===== src/rtl/seg7_pkg.sv =====
// Shared constants and helpers for the 7-segment scan driver.
package seg7_pkg;

   localparam int unsigned DEF_N_DIGITS = 8;
   localparam int unsigned MAX_DIGITS   = 16;
   localparam int unsigned SHADOW_MAX_W = 4 * MAX_DIGITS;

   // Segment bit positions within a_to_g (active-low).
   localparam int unsigned SEG_A = 6;
   localparam int unsigned SEG_B = 5;
   localparam int unsigned SEG_C = 4;
   localparam int unsigned SEG_D = 3;
   localparam int unsigned SEG_E = 2;
   localparam int unsigned SEG_F = 1;
   localparam int unsigned SEG_G = 0;

   localparam logic [6:0] SEG_BLANK = 7'b1111111;

   // Nibble idx of a (zero-extended) shadow value.
   function automatic logic [3:0] nib_sel(input logic [SHADOW_MAX_W-1:0] shadow,
                                          input int unsigned idx);
      logic [SHADOW_MAX_W-1:0] sh;
      sh = shadow >> (idx * 4);
      return sh[3:0];
   endfunction

endpackage


===== src/rtl/seg7_scan_driver_if.sv =====
// Write-side valid/ready channel of the scan driver.
interface seg7_scan_driver_if
   import seg7_pkg::*;
#(
   parameter int unsigned N_DIGITS = DEF_N_DIGITS
);
   logic [4*N_DIGITS-1:0] wr_data;
   logic                  wr_valid;
   logic                  wr_ready;

   modport master (output wr_data, output wr_valid, input  wr_ready);
   modport slave  (input  wr_data, input  wr_valid, output wr_ready);
endinterface


===== src/rtl/seg7_scan_driver_hex7seg.sv =====
// Hex nibble to active-low 7-segment decoder; bit6 = a, bit0 = g.
module hex7seg (
   input  logic [3:0] x,
   output logic [6:0] a_to_g
);
   always_comb begin
      a_to_g = 7'b1111111;
      case (x)
         4'h0: a_to_g = 7'b0000001;
         4'h1: a_to_g = 7'b1001111;
         4'h2: a_to_g = 7'b0010010;
         4'h3: a_to_g = 7'b0000110;
         4'h4: a_to_g = 7'b1001100;
         4'h5: a_to_g = 7'b0100100;
         4'h6: a_to_g = 7'b0100000;
         4'h7: a_to_g = 7'b0001111;
         4'h8: a_to_g = 7'b0000000;
         4'h9: a_to_g = 7'b0000100;
         4'hA: a_to_g = 7'b0001000;
         4'hB: a_to_g = 7'b1100000;
         4'hC: a_to_g = 7'b0110001;
         4'hD: a_to_g = 7'b1000010;
         4'hE: a_to_g = 7'b0110000;
         4'hF: a_to_g = 7'b0111000;
         default: a_to_g = 7'b1111111;
      endcase
   end
endmodule


===== src/rtl/seg7_scan_driver.sv =====
// Time-multiplexed common-anode 7-segment scan driver with tear-free,
// frame-aligned value updates over a valid/ready write channel.
module seg7_scan_driver
   import seg7_pkg::*;
#(
   parameter int unsigned N_DIGITS     = DEF_N_DIGITS,
   parameter int unsigned REFRESH_DIV  = 100000,
   parameter int unsigned BLANK_CYCLES = 16
) (
   input  logic                clk,
   input  logic                rst_n,
   seg7_scan_driver_if.slave   wr,
   input  logic [N_DIGITS-1:0] digit_en,
   input  logic [N_DIGITS-1:0] dp_i,
   input  logic                lz_en,
   output logic [N_DIGITS-1:0] an,
   output logic [6:0]          a_to_g,
   output logic                dp,
   output logic                frame_done
);
   localparam int unsigned TICK_W = (REFRESH_DIV > 1) ? $clog2(REFRESH_DIV) : 1;
   localparam int unsigned IDX_W  = $clog2(N_DIGITS);
   localparam int unsigned DATA_W = 4 * N_DIGITS;

   logic [TICK_W-1:0]   tick_q, tick_d;
   logic [IDX_W-1:0]    idx_q, idx_d;
   logic [DATA_W-1:0]   pending_q, pending_d;
   logic [DATA_W-1:0]   shadow_q, shadow_d;
   logic                pend_full_q, pend_full_d;
   logic [N_DIGITS-1:0] an_q, an_d;
   logic [6:0]          seg_q, seg_d;
   logic                dp_q, dp_d;
   logic                frame_done_q, frame_done_d;

   logic       last_tick_c, last_idx_c, boundary_c, upper_zero_c, blank_c;
   logic [3:0] nib_c;
   logic [6:0] seg_c;

   assign wr.wr_ready = ~pend_full_q;

   hex7seg u_hex7seg (
      .x      (nib_c),
      .a_to_g (seg_c)
   );

   always_comb begin
      tick_d       = tick_q + TICK_W'(1);
      idx_d        = idx_q;
      pending_d    = pending_q;
      shadow_d     = shadow_q;
      pend_full_d  = pend_full_q;

      last_tick_c  = (tick_q == TICK_W'(REFRESH_DIV - 1));
      last_idx_c   = (idx_q == IDX_W'(N_DIGITS - 1));
      boundary_c   = last_tick_c && last_idx_c;

      if (last_tick_c) begin
         tick_d = '0;
         idx_d  = last_idx_c ? '0 : idx_q + IDX_W'(1);
      end

      // Promotion and acceptance are exclusive: ready is low whenever pending is full.
      if (boundary_c && pend_full_q) begin
         shadow_d    = pending_q;
         pend_full_d = 1'b0;
      end else if (wr.wr_valid && !pend_full_q) begin
         pending_d   = wr.wr_data;
         pend_full_d = 1'b1;
      end

      nib_c        = nib_sel(SHADOW_MAX_W'(shadow_q), 32'(idx_q));
      upper_zero_c = ((shadow_q >> {idx_q, 2'b00}) == '0);
      blank_c      = (tick_q < TICK_W'(BLANK_CYCLES))
                     || !digit_en[idx_q]
                     || (lz_en && (idx_q != '0) && upper_zero_c);

      an_d         = blank_c ? '1 : ~(N_DIGITS'(1) << idx_q);
      seg_d        = blank_c ? SEG_BLANK : seg_c;
      dp_d         = blank_c ? 1'b1 : ~dp_i[idx_q];
      frame_done_d = boundary_c;
   end

   always_ff @(posedge clk) begin
      if (!rst_n) begin
         tick_q       <= '0;
         idx_q        <= '0;
         pending_q    <= '0;
         shadow_q     <= '0;
         pend_full_q  <= 1'b0;
         an_q         <= '1;
         seg_q        <= SEG_BLANK;
         dp_q         <= 1'b1;
         frame_done_q <= 1'b0;
      end else begin
         tick_q       <= tick_d;
         idx_q        <= idx_d;
         pending_q    <= pending_d;
         shadow_q     <= shadow_d;
         pend_full_q  <= pend_full_d;
         an_q         <= an_d;
         seg_q        <= seg_d;
         dp_q         <= dp_d;
         frame_done_q <= frame_done_d;
      end
   end

   assign an         = an_q;
   assign a_to_g     = seg_q;
   assign dp         = dp_q;
   assign frame_done = frame_done_q;

endmodule


===== src/flat_wrapper.sv =====
// flat-port wrapper written by rule: the top's interface ports become plain ports
module seg7_scan_driver_flat import seg7_pkg::*;
#(
   parameter int unsigned N_DIGITS     = DEF_N_DIGITS,
   parameter int unsigned REFRESH_DIV  = 100000,
   parameter int unsigned BLANK_CYCLES = 16
)
  (clk, rst_n, digit_en, dp_i, lz_en, an, a_to_g, dp, frame_done, wr_wr_data, wr_wr_valid, wr_wr_ready);
  seg7_scan_driver_if #(.N_DIGITS(N_DIGITS)) wr_i ();
  input  logic clk;
  input  logic rst_n;
  input  logic [N_DIGITS-1:0] digit_en;
  input  logic [N_DIGITS-1:0] dp_i;
  input  logic lz_en;
  output logic [N_DIGITS-1:0] an;
  output logic [6:0] a_to_g;
  output logic dp;
  output logic frame_done;
  input wire logic [$bits(wr_i.wr_data)-1:0] wr_wr_data;
  input wire logic [$bits(wr_i.wr_valid)-1:0] wr_wr_valid;
  output wire logic [$bits(wr_i.wr_ready)-1:0] wr_wr_ready;
  assign wr_i.wr_data = wr_wr_data;
  assign wr_i.wr_valid = wr_wr_valid;
  assign wr_wr_ready = wr_i.wr_ready;
  seg7_scan_driver #(.N_DIGITS(N_DIGITS), .REFRESH_DIV(REFRESH_DIV), .BLANK_CYCLES(BLANK_CYCLES)) u_core (.clk(clk), .rst_n(rst_n), .wr(wr_i), .digit_en(digit_en), .dp_i(dp_i), .lz_en(lz_en), .an(an), .a_to_g(a_to_g), .dp(dp), .frame_done(frame_done));
endmodule

===== config.mk =====
export PLATFORM = sky130hd
export DESIGN_NAME = seg7_scan_driver_flat
export DESIGN_NICKNAME = d
export VERILOG_FILES = /design/src/rtl/seg7_pkg.sv /design/src/rtl/seg7_scan_driver_if.sv /design/src/rtl/seg7_scan_driver_hex7seg.sv /design/src/rtl/seg7_scan_driver.sv /design/src/flat_wrapper.sv
export SDC_FILE = /design/constraint.sdc
export NUM_CORES = 1
export LEC_CHECK = 0
export BUFFER_PORTS_ARGS = -buffer_cell sky130_fd_sc_hd__buf_2
export CORE_MARGIN = 2
export CORE_UTILIZATION = 57
export CTS_CLUSTER_SIZE = 12
export DETAILED_ROUTE_END_ITERATION = 8
export GPL_ROUTABILITY_DRIVEN = 0
export PLACE_DENSITY = 0.8
export SLEW_MARGIN = 10
export SYNTH_ARGS = -nofsm -noshare
export SYNTH_HDL_FRONTEND = slang
export SYNTH_SLANG_ARGS = --single-unit

===== constraint.sdc =====
create_clock -name clk -period 4 [get_ports clk]
set_input_delay 0 -clock clk [delete_from_list [all_inputs] [get_ports clk]]
set_output_delay 0 -clock clk [all_outputs]
set_load 0.03 [all_outputs]

# Word level (Yosys, flattened, before mapping)
# Memory sizes are Yosys's and may differ from the RTL's. A register that Yosys moved wholly into a read port is not among the register bits.
# Index checks and enable logic that the tools add are counted.
dict set report word_totals {
  ff_bits 95
  mem_bits_ro 112
  input_bits 52
  out_inout_bits 18
  word_cells 43
  n_memories 1
}
dict set report classes {
  addsub 2
  order_cmp 2
  eq_ne 2
  shifts 3
  muxes 5
  bitwise 5
  n_reduce_logical 15
}
# memory words word_bits read_ports rd_clocked_by_memory_dff wr line_no
set mem_list {}
lappend mem_list {{(name not given)} 16 7 1 1 0 seg7_scan_driver_hex7seg.sv:8} ;# case (x)
# cell n
set op_table {}
lappend op_table {{$logic_not 32->1} 1}
lappend op_table {{$shr 32x5->32} 1}
lappend op_table {{$shr 32x5->4} 1}
lappend op_table {{$add 17x1->17 const B} 1}
lappend op_table {{$eq 17x17->1 const B} 1}
lappend op_table {{$lt 17x5->1 const B} 1}
lappend op_table {{$not 8->8} 1}
lappend op_table {{$shl 1x3->8 const A} 1}
lappend op_table {{$bmux 1 s3} 2}
lappend op_table {{$reduce_or 2->1} 3}
lappend op_table {{$logic_and 1x1->1} 5}
lappend op_table {{$lt 3x4->1 const B} 1}
lappend op_table {{$not 1->1} 4}
lappend op_table {{$add 3x1->3 const B} 1}
lappend op_table {{$eq 3x3->1 const B} 1}
lappend op_table {{$mux 3} 1}
lappend op_table {{$reduce_bool 3->1} 1}
lappend op_table {{$logic_not 1->1} 2}
lappend op_table {{$logic_or 1x1->1} 2}
lappend op_table {{$mux 1} 2}
lappend op_table {{$reduce_and 2->1} 1}

# Depth between registers and ports, before layout
# Gate-level depths: netlist of the first run.
dict set report depth {
  word_depth 6
  depth_mapped 11
  depth_no_buf 8
}

# Modules after synthesis
# A second synthesis of the first run with hierarchy kept.
dict set report hier_totals {
  hier_cells 539
  hier_area_um2 4764.6
}
# mod n_inst cells_each area_each_um2
set modules_own_cells {}
lappend modules_own_cells {seg7_scan_driver 1 506 4495.6}
lappend modules_own_cells {hex7seg 1 33 269.0}

# Worst setup path after synthesis of the first run
# No wires, ideal clock.
dict set report synth_timing {
  path_kind {flip-flop to flip-flop}
  from {register u_core.idx_q[0]}
  to {register u_core.seg_q[1], in the netlist u_core.a_to_g[1]}
  setup_time_ps 79
  arrival_time_ps 2891
  path_slack_ps 1030
  stages_incl_launch_ff 12
  path_buffers 4
  path_cell_list {dfxtp_1 buf_6 buf_2 buf_2 mux4_2 mux2i_1 ha_1 o311ai_0 a2111oi_4 a21oi_2 buf_6 o221ai_2}
}
dict set report synth_between {
  elab_chain_len 6
  word_cells_on_any_way 12
}
# element line_no
set synth_rtl {}
lappend synth_rtl {{start: declaration} seg7_scan_driver.sv:26} ;# logic [IDX_W-1:0] idx_q, idx_d;
lappend synth_rtl {{start signal: assignment} seg7_scan_driver.sv:96} ;# idx_q <= idx_d;
lappend synth_rtl {{branches (longest 6 deep; another with $shr 32x5->32)} --}
lappend synth_rtl {{end: declaration} seg7_scan_driver.sv:31} ;# logic [6:0] seg_q, seg_d;
# Several ways; the timed one is not identified. The select of a mux whose other input is x is not followed.
# A chain may end at the register's enable or synchronous reset.

# Worst setup path after layout of the first run
dict set report layout_timing {
  from {register u_core.idx_q[0]}
  to {register u_core.seg_q[0], in the netlist u_core.a_to_g[0]}
}
# Same word-level chain as after synthesis.

==> impl_metrics.py, run 1 <==
metrics = {
    "floorplan": {
        "die_y_um": 94.9,
        "die-area_um2": 9010,
        "fp.coreArea_um2": 8130,
        "rows": 33,
        "ios": 70,
        "die_w_um": 94.9,
        "initial_core_util": 0.579,
    },
    "synthesis": {
        "netlist_instances": 537,
        "synth-seq-area-share": 0.433,
        "syn_area_per_cell_um2": 8.78,
        "synth_flop_cell": "dfxtp_1",
        "synth_edf_count": 0,
        "yosysUniqueCellTypes": 51,
        "synth.most_common_cell": "nand2_1",
        "synth_commonest_cells": "nand2_1 (149), dfxtp_1 (102), a21boi_0 (59)",
        "synth_nets": 601,
        "synth_top_cell_area_share": 0.433,
        "synth_area_leaders": "dfxtp_1 (43%), nand2_1 (12%), a21boi_0 (9.4%)",
        "yosys_warnings": 0,
        "netlist_area_um2": 4710,
        "synth.largest_area_cell": "dfxtp_1",
        "synthArstFlopShare": 0,
        "synth_seq_cells": 102,
    },
    "detailed_routing": {
        "wl_met2_um": 4870,
        "met1Wirelength_um": 4700,
        "vias_per_cell": 5.59,
        "detail-route-antenna-nets": 0,
        "wirelength_um": 10500,
        "dr_wl_met3_um": 693,
        "top_layer_used": "met4",
        "drt_iter0_markers": 316,
        "wl_per_cell_um": 14.3,
        "drtPass1Iterations": 6,
        "num_vias": 4098,
        "drt_drc_violations_left": 0,
    },
    "sta": {
        "fin_crit_sh": 0.827,
        "period_needed_ns": 3.31,
        "setup_violations": 0,
        "fmax_ghz": 0.302,
        "finalMaxSlewViolations": 0,
        "max_slew_margin": 0.292,
        "report.final.hold_viol_count": 0,
        "fin_ws_ns": 0.692,
        "finClkSkew_ns": 0.0111,
        "timing.setup.tns_ns": 0,
        "worst_pin_slew_ns": 1.06,
        "rsz0062_at_grt": "false",
    },
    "clock_network": {
        "cts-root-buf": "clkbuf_8",
        "cts_sinks": 102,
        "cts-buffers-inserted": 9,
        "htreeDepth": 3,
        "post_cts_buffers": 0,
        "cts_tree": "built",
        "clockBufferDepth": 2,
        "clk_latency_ns": 0.36,
        "clkSlewWorstSetupHoldPaths_ns": 0.09,
    },
    "power": {
        "p_leak_nw": 2.16,
        "p_sw_mw": 0.402,
        "pwr-share-clk": 0.356,
        "power_switching_share": 0.222,
        "seqPwrFrac": 0.580,
        "p_int_mw": 1.41,
        "power_density_nw_per_um2": 322,
        "peakVddDrop_uv": 170,
        "combPwrFrac": 0.064,
    },
    "worst_hold_path": {
        "hold_class": "in -> reg",
    },
    "place": {
        "hpwl_um": 7270,
        "pre_cts_slack_ns": 0.733,
        "port_buffers": 69,
    },
    "finish": {
        "nNetsFinal": 687,
        "area_growth_pct": 19.2,
        "drive_gt1_frac": 0.180,
        "antenna_cells": 0,
    },
    "global_route": {
        "grt_pass1_vias": 3691,
        "overflow": 0,
        "grtUsageTotal": 0.242,
        "antenna_found_initial": 0,
        "grt_pass1_wl_um": 17200,
        "grt_max_degree": 75,
    },
    "critical_path": {
        "crit_fanout": 17,
        "worstSetupPathType": "reg -> reg",
        "setup.worst_path.start_class": "flip-flop",
        "worstPathArrival_ns": 3.58,
        "crit_path_end_kind": "flip-flop",
        "cp.required_ns": 4.27,
    },
    "flow_run": {
        "max_cap_viol_count": 0,
    },
    "status": {
        "status": "finished, final reports clean",
    },
}
==> what timing repair did <==
item                                    CTS  global route
hold buffers                             33             0
resized for setup                         0             0
endpoints found under the setup margin    0             0
endpoints found under the hold margin    33             0
==> metrics by stage <==
step	area, um2	cells	util	power [mW]	hold WS [ns]
3_5_place_dp	5080	684	0.625	1.16	0.258
6_report	5620	733	0.691	1.81	0.154
2_1_floorplan	4710	537	-	1.13	0.145
4_1_cts	5610	733	0.690	1.82	0.140
3_3_place_gp	5080	684	0.625	1.16	0.251
5_1_grt	5620	733	0.691	1.89	0.176
==> flip-flops by register name (all words and copies together) (netlist names) <==
| signal | count |
|---|---|
| u_core.pending_q | 32 |
| u_core.shadow_q | 32 |
| u_core.tick_q | 17 |
| u_core.an | 8 |
| u_core.a_to_g | 7 |
| u_core.idx_q | 3 |
| u_core.dp | 1 |
| u_core.frame_done | 1 |
| u_core.pend_full_q | 1 |
==> worst max-delay path, stage by stage, from the launching register on <==
cell	delay [ns]
dfxtp_1	0.82
mux4_2	0.59
mux2i_1	0.45
ha_1	0.28
o311ai_0	0.21
a2111oi_4	0.37
a21oi_2	0.24
o221ai_1	0.27
==> power groups by stage <==
| stage | clock network, mW | logic, mW | registers (mW) |
|---|---|---|---|
| floorplan | 0 | 0.0564 | 1.07 |
| global placement | 0 | 0.0877 | 1.07 |
| detailed placement | 0 | 0.0915 | 1.07 |
| CTS | 0.658 | 0.116 | 1.05 |
| global route | 0.705 | 0.132 | 1.05 |
| finish | 0.644 | 0.117 | 1.05 |
==> cell type report <==
class	count	area, um2
clock buffers	11	141
inverters	10	37.5
clock inverters	5	56.3
well taps	105	131
flip-flops and latches	102	2040
multi-input cells	393	2500
repair buffers	107	713
fillers	664	2520
==> worst paths after layout <==
check	from	to	slack [ns]	cells after the start
setup / recovery	u_core.idx_q[0]$_SDFFE_PN0P_	u_core.a_to_g[0]$_SDFF_PP1_	0.69	7
hold / removal	lz_en	u_core.dp$_SDFF_PP1_	0.15	5
setup reg to reg	u_core.idx_q[0]$_SDFFE_PN0P_	u_core.a_to_g[0]$_SDFF_PP1_	0.69	7
hold reg to reg	u_core.pending_q[10]$_SDFFE_PN0P_	u_core.shadow_q[10]$_SDFFE_PN0P_	0.47	2
==> metal layers <==
metal  vias to the layer above  track usage
met4                         0       0.0676
li1                       2022            -
met3                        33       0.0575
met5                         -            0
met2                       171        0.398
met1                      1872        0.319
==> logic make-up after synthesis <==
family                     synth area share
and+or+nand+nor                       0.220
AOI/OAI and AO/OA                     0.169
DFF                                   0.433
buffers and inverters                0.0388
muxes                                0.0834
xor gates and xnor gates             0.0242
adders and majority gates            0.0319
==> layout by cell type, fill, tap and decap left out, types with 6 or more instances in the layout <==
cell           instances
mux2i_1                6
buf_2                 69
nand3_1               11
nor4_1                 6
nor2_1                33
and3_1                 8
nor3_1                10
a21boi_1               6
dlygate4sd3_1         33
a21boi_0              59
xor2_1                10
dfxtp_1              102
inv_1                  9
a21oi_1                6
clkbuf_8              10
ha_1                  12
nand4_1                7
mux4_2                12
nand2_1              149
(Power assumes the default switching activity.)
==> inputs of run 2 (changes only) <==
--- a/config.mk
+++ b/config.mk
@@ -7,11 +7,11 @@
 export LEC_CHECK = 0
 export BUFFER_PORTS_ARGS = -buffer_cell sky130_fd_sc_hd__buf_2
 export CORE_MARGIN = 2
-export CORE_UTILIZATION = 57
+export CORE_UTILIZATION = 51
 export CTS_CLUSTER_SIZE = 12
 export DETAILED_ROUTE_END_ITERATION = 8
 export GPL_ROUTABILITY_DRIVEN = 0
-export PLACE_DENSITY = 0.8
+export PLACE_DENSITY = 0.75
 export SLEW_MARGIN = 10
 export SYNTH_ARGS = -nofsm -noshare
 export SYNTH_HDL_FRONTEND = slang
==> constraint.sdc (replaced) <==
create_clock -name clk -period 2.7 [get_ports clk]
set_input_delay 0 -clock clk [delete_from_list [all_inputs] [get_ports clk]]
set_output_delay 0 -clock clk [all_outputs]
set_load 0.03 [all_outputs]
==> impl_metrics.py, run 2 (same netlist as run 1, synthesis figures left out) <==
metrics = {
    "sta": {
        "fmax_ghz": 0.400,
        "timing.setup.tns_ns": 0,
        "max_slew_margin": 0.591,
        "holdWs_ns": 0.110,
        "finalMaxSlewViolations": 0,
        "setup_violations": 0,
        "period_needed_ns": 2.50,
        "finClkSkew_ns": 0.00679,
        "rsz0062_at_grt": "false",
        "report.final.hold_viol_count": 0,
        "worst_pin_slew_ns": 0.608,
        "fin_crit_sh": 0.927,
    },
    "finish": {
        "fin_cells": 749,
        "drive_gt1_frac": 0.202,
        "area_growth_pct": 21.1,
        "nNetsFinal": 698,
        "top_regs": "u_core.pending_q (32), u_core.shadow_q (32), u_core.tick_q (17)",
        "layout_common_cells": "nand2_1 (149), dfxtp_1 (100), buf_2 (69), a21boi_0 (59)",
        "antenna_cells": 0,
        "post-route-util": 0.627,
        "final_common_cell": "nand2_1",
    },
    "clock_network": {
        "cts-root-buf": "clkbuf_8",
        "cts-buffers-inserted": 9,
        "htreeDepth": 3,
        "cts_sinks": 102,
        "cts_tree": "built",
        "clockBufferDepth": 2,
        "clk_latency_ns": 0.36,
        "clkSlewWorstSetupHoldPaths_ns": 0.09,
    },
    "global_route": {
        "grtUsageTotal": 0.215,
        "grt_pass1_wl_um": 17700,
        "antenna_found_initial": 0,
        "grt_max_degree": 43,
        "overflow": 0,
        "grt_pass1_vias": 3838,
    },
    "critical_path": {
        "setup.worst_path.start_class": "flip-flop",
        "crit-reg2reg-launch": "u_core.idx_q[0]$_SDFFE_PN0P_",
        "critical_path.slowest_cell": "mux4_2",
        "path_delay_family": "multiplexers",
        "worstPathArrival_ns": 2.78,
        "critPathBufInv": 1,
        "worstSetupPathType": "reg -> reg",
        "critPathLaunch": "u_core.idx_q[0]$_SDFFE_PN0P_",
        "crit_fanout": 12,
        "cp.required_ns": 2.97,
        "cp_cell_sequence": "buf_4, mux4_2, mux2_4, nand2b_4, a2111oi_4, a21oi_4, o221ai_1",
        "slowest_delay_ns": 0.49,
        "crit_path_end_kind": "flip-flop",
    },
    "floorplan": {
        "ios": 70,
        "initial_core_util": 0.517,
        "rows": 35,
        "die-area_um2": 10000,
        "fp.coreArea_um2": 9110,
        "die_y_um": 100,
        "die_w_um": 100,
    },
    "flow_run": {
        "max_cap_viol_count": 0,
    },
    "detailed_routing": {
        "detail-route-antenna-nets": 0,
        "drtPass1Iterations": 4,
        "wl_per_cell_um": 13.9,
        "drt_iter0_markers": 199,
        "vias_per_cell": 5.43,
        "num_vias": 4068,
        "wirelength_um": 10400,
        "drt_drc_violations_left": 0,
    },
    "power": {
        "power_density_nw_per_um2": 456,
        "total_power_mw": 2.61,
        "p_leak_nw": 2.18,
        "peakVddDrop_uv": 307,
    },
    "worst_hold_path": {
        "hold_class": "in -> reg",
        "worst_hold_startpoint": "rst_n",
    },
    "place": {
        "port_buffers": 69,
        "hpwl_um": 7360,
        "dp.cells": 700,
    },
    "status": {
        "status": "finished, final reports clean",
    },
}
[run 2: cell count changes in the layout (fill, tap and decap cells not counted), sizes merged]
cell,delta
clkinvlp,+1
clkinv,-1
buf,+11
bufinv,-1
[run 2: what timing repair did]
action,in CTS,in global routing
resized for setup,0,3
hold buffers,33,0
endpoints found under the setup margin,0,7
hold endpoints to repair,33,0
buffers inserted,0,1
[run 2: final timing paths]
kind / endpoint / slack (ns) / cells after the start
max: u_core.a_to_g[5]$_SDFF_PP1_ / 0.20 / 7
min reg2reg: u_core.pending_q[18]$_SDFFE_PN0P_ / 0.47 / 2
min: u_core.idx_q[2]$_SDFFE_PN0P_ / 0.11 / 2
max reg2reg: u_core.a_to_g[5]$_SDFF_PP1_ / 0.20 / 7
[run 2: area by class of cell]
type / count / area [um2]
fillers: 796 / 3400
multi-input cells: 393 / 2520
flip-flops and latches: 102 / 2050
repair buffers: 118 / 796
clock buffers: 11 / 141
well taps: 111 / 139
inverters: 10 / 37.5
clock inverters: 4 / 32.5
[run 2: where the power goes]
part	switching, mW	internal, mW
logic	0.0755	0.0994
clock network	0.517	0.361
registers	0.0190	1.53
total	0.612	1.99
[run 2: layer usage]
layer / vias to the layer above / part of all wire / GRT usage
li1: 2040 / - / -
met1: 1879 / 0.47 / 0.293
met2: 135 / 0.46 / 0.352
met3: 14 / 0.060 / 0.0355
met4: 0 / 0.012 / 0.0664
met5: - / 0 / 0
[run 2: through the flow]
| step | instance area, um2 | worst slack [ns] |
|---|---|---|
| floorplan | 4750 | 0.0204 |
| global placement | 5190 | 0.237 |
| finish | 5710 | 0.197 |
| detailed placement | 5190 | 0.0490 |
| CTS | 5690 | 0.0446 |
| global route | 5710 | 0.0573 |
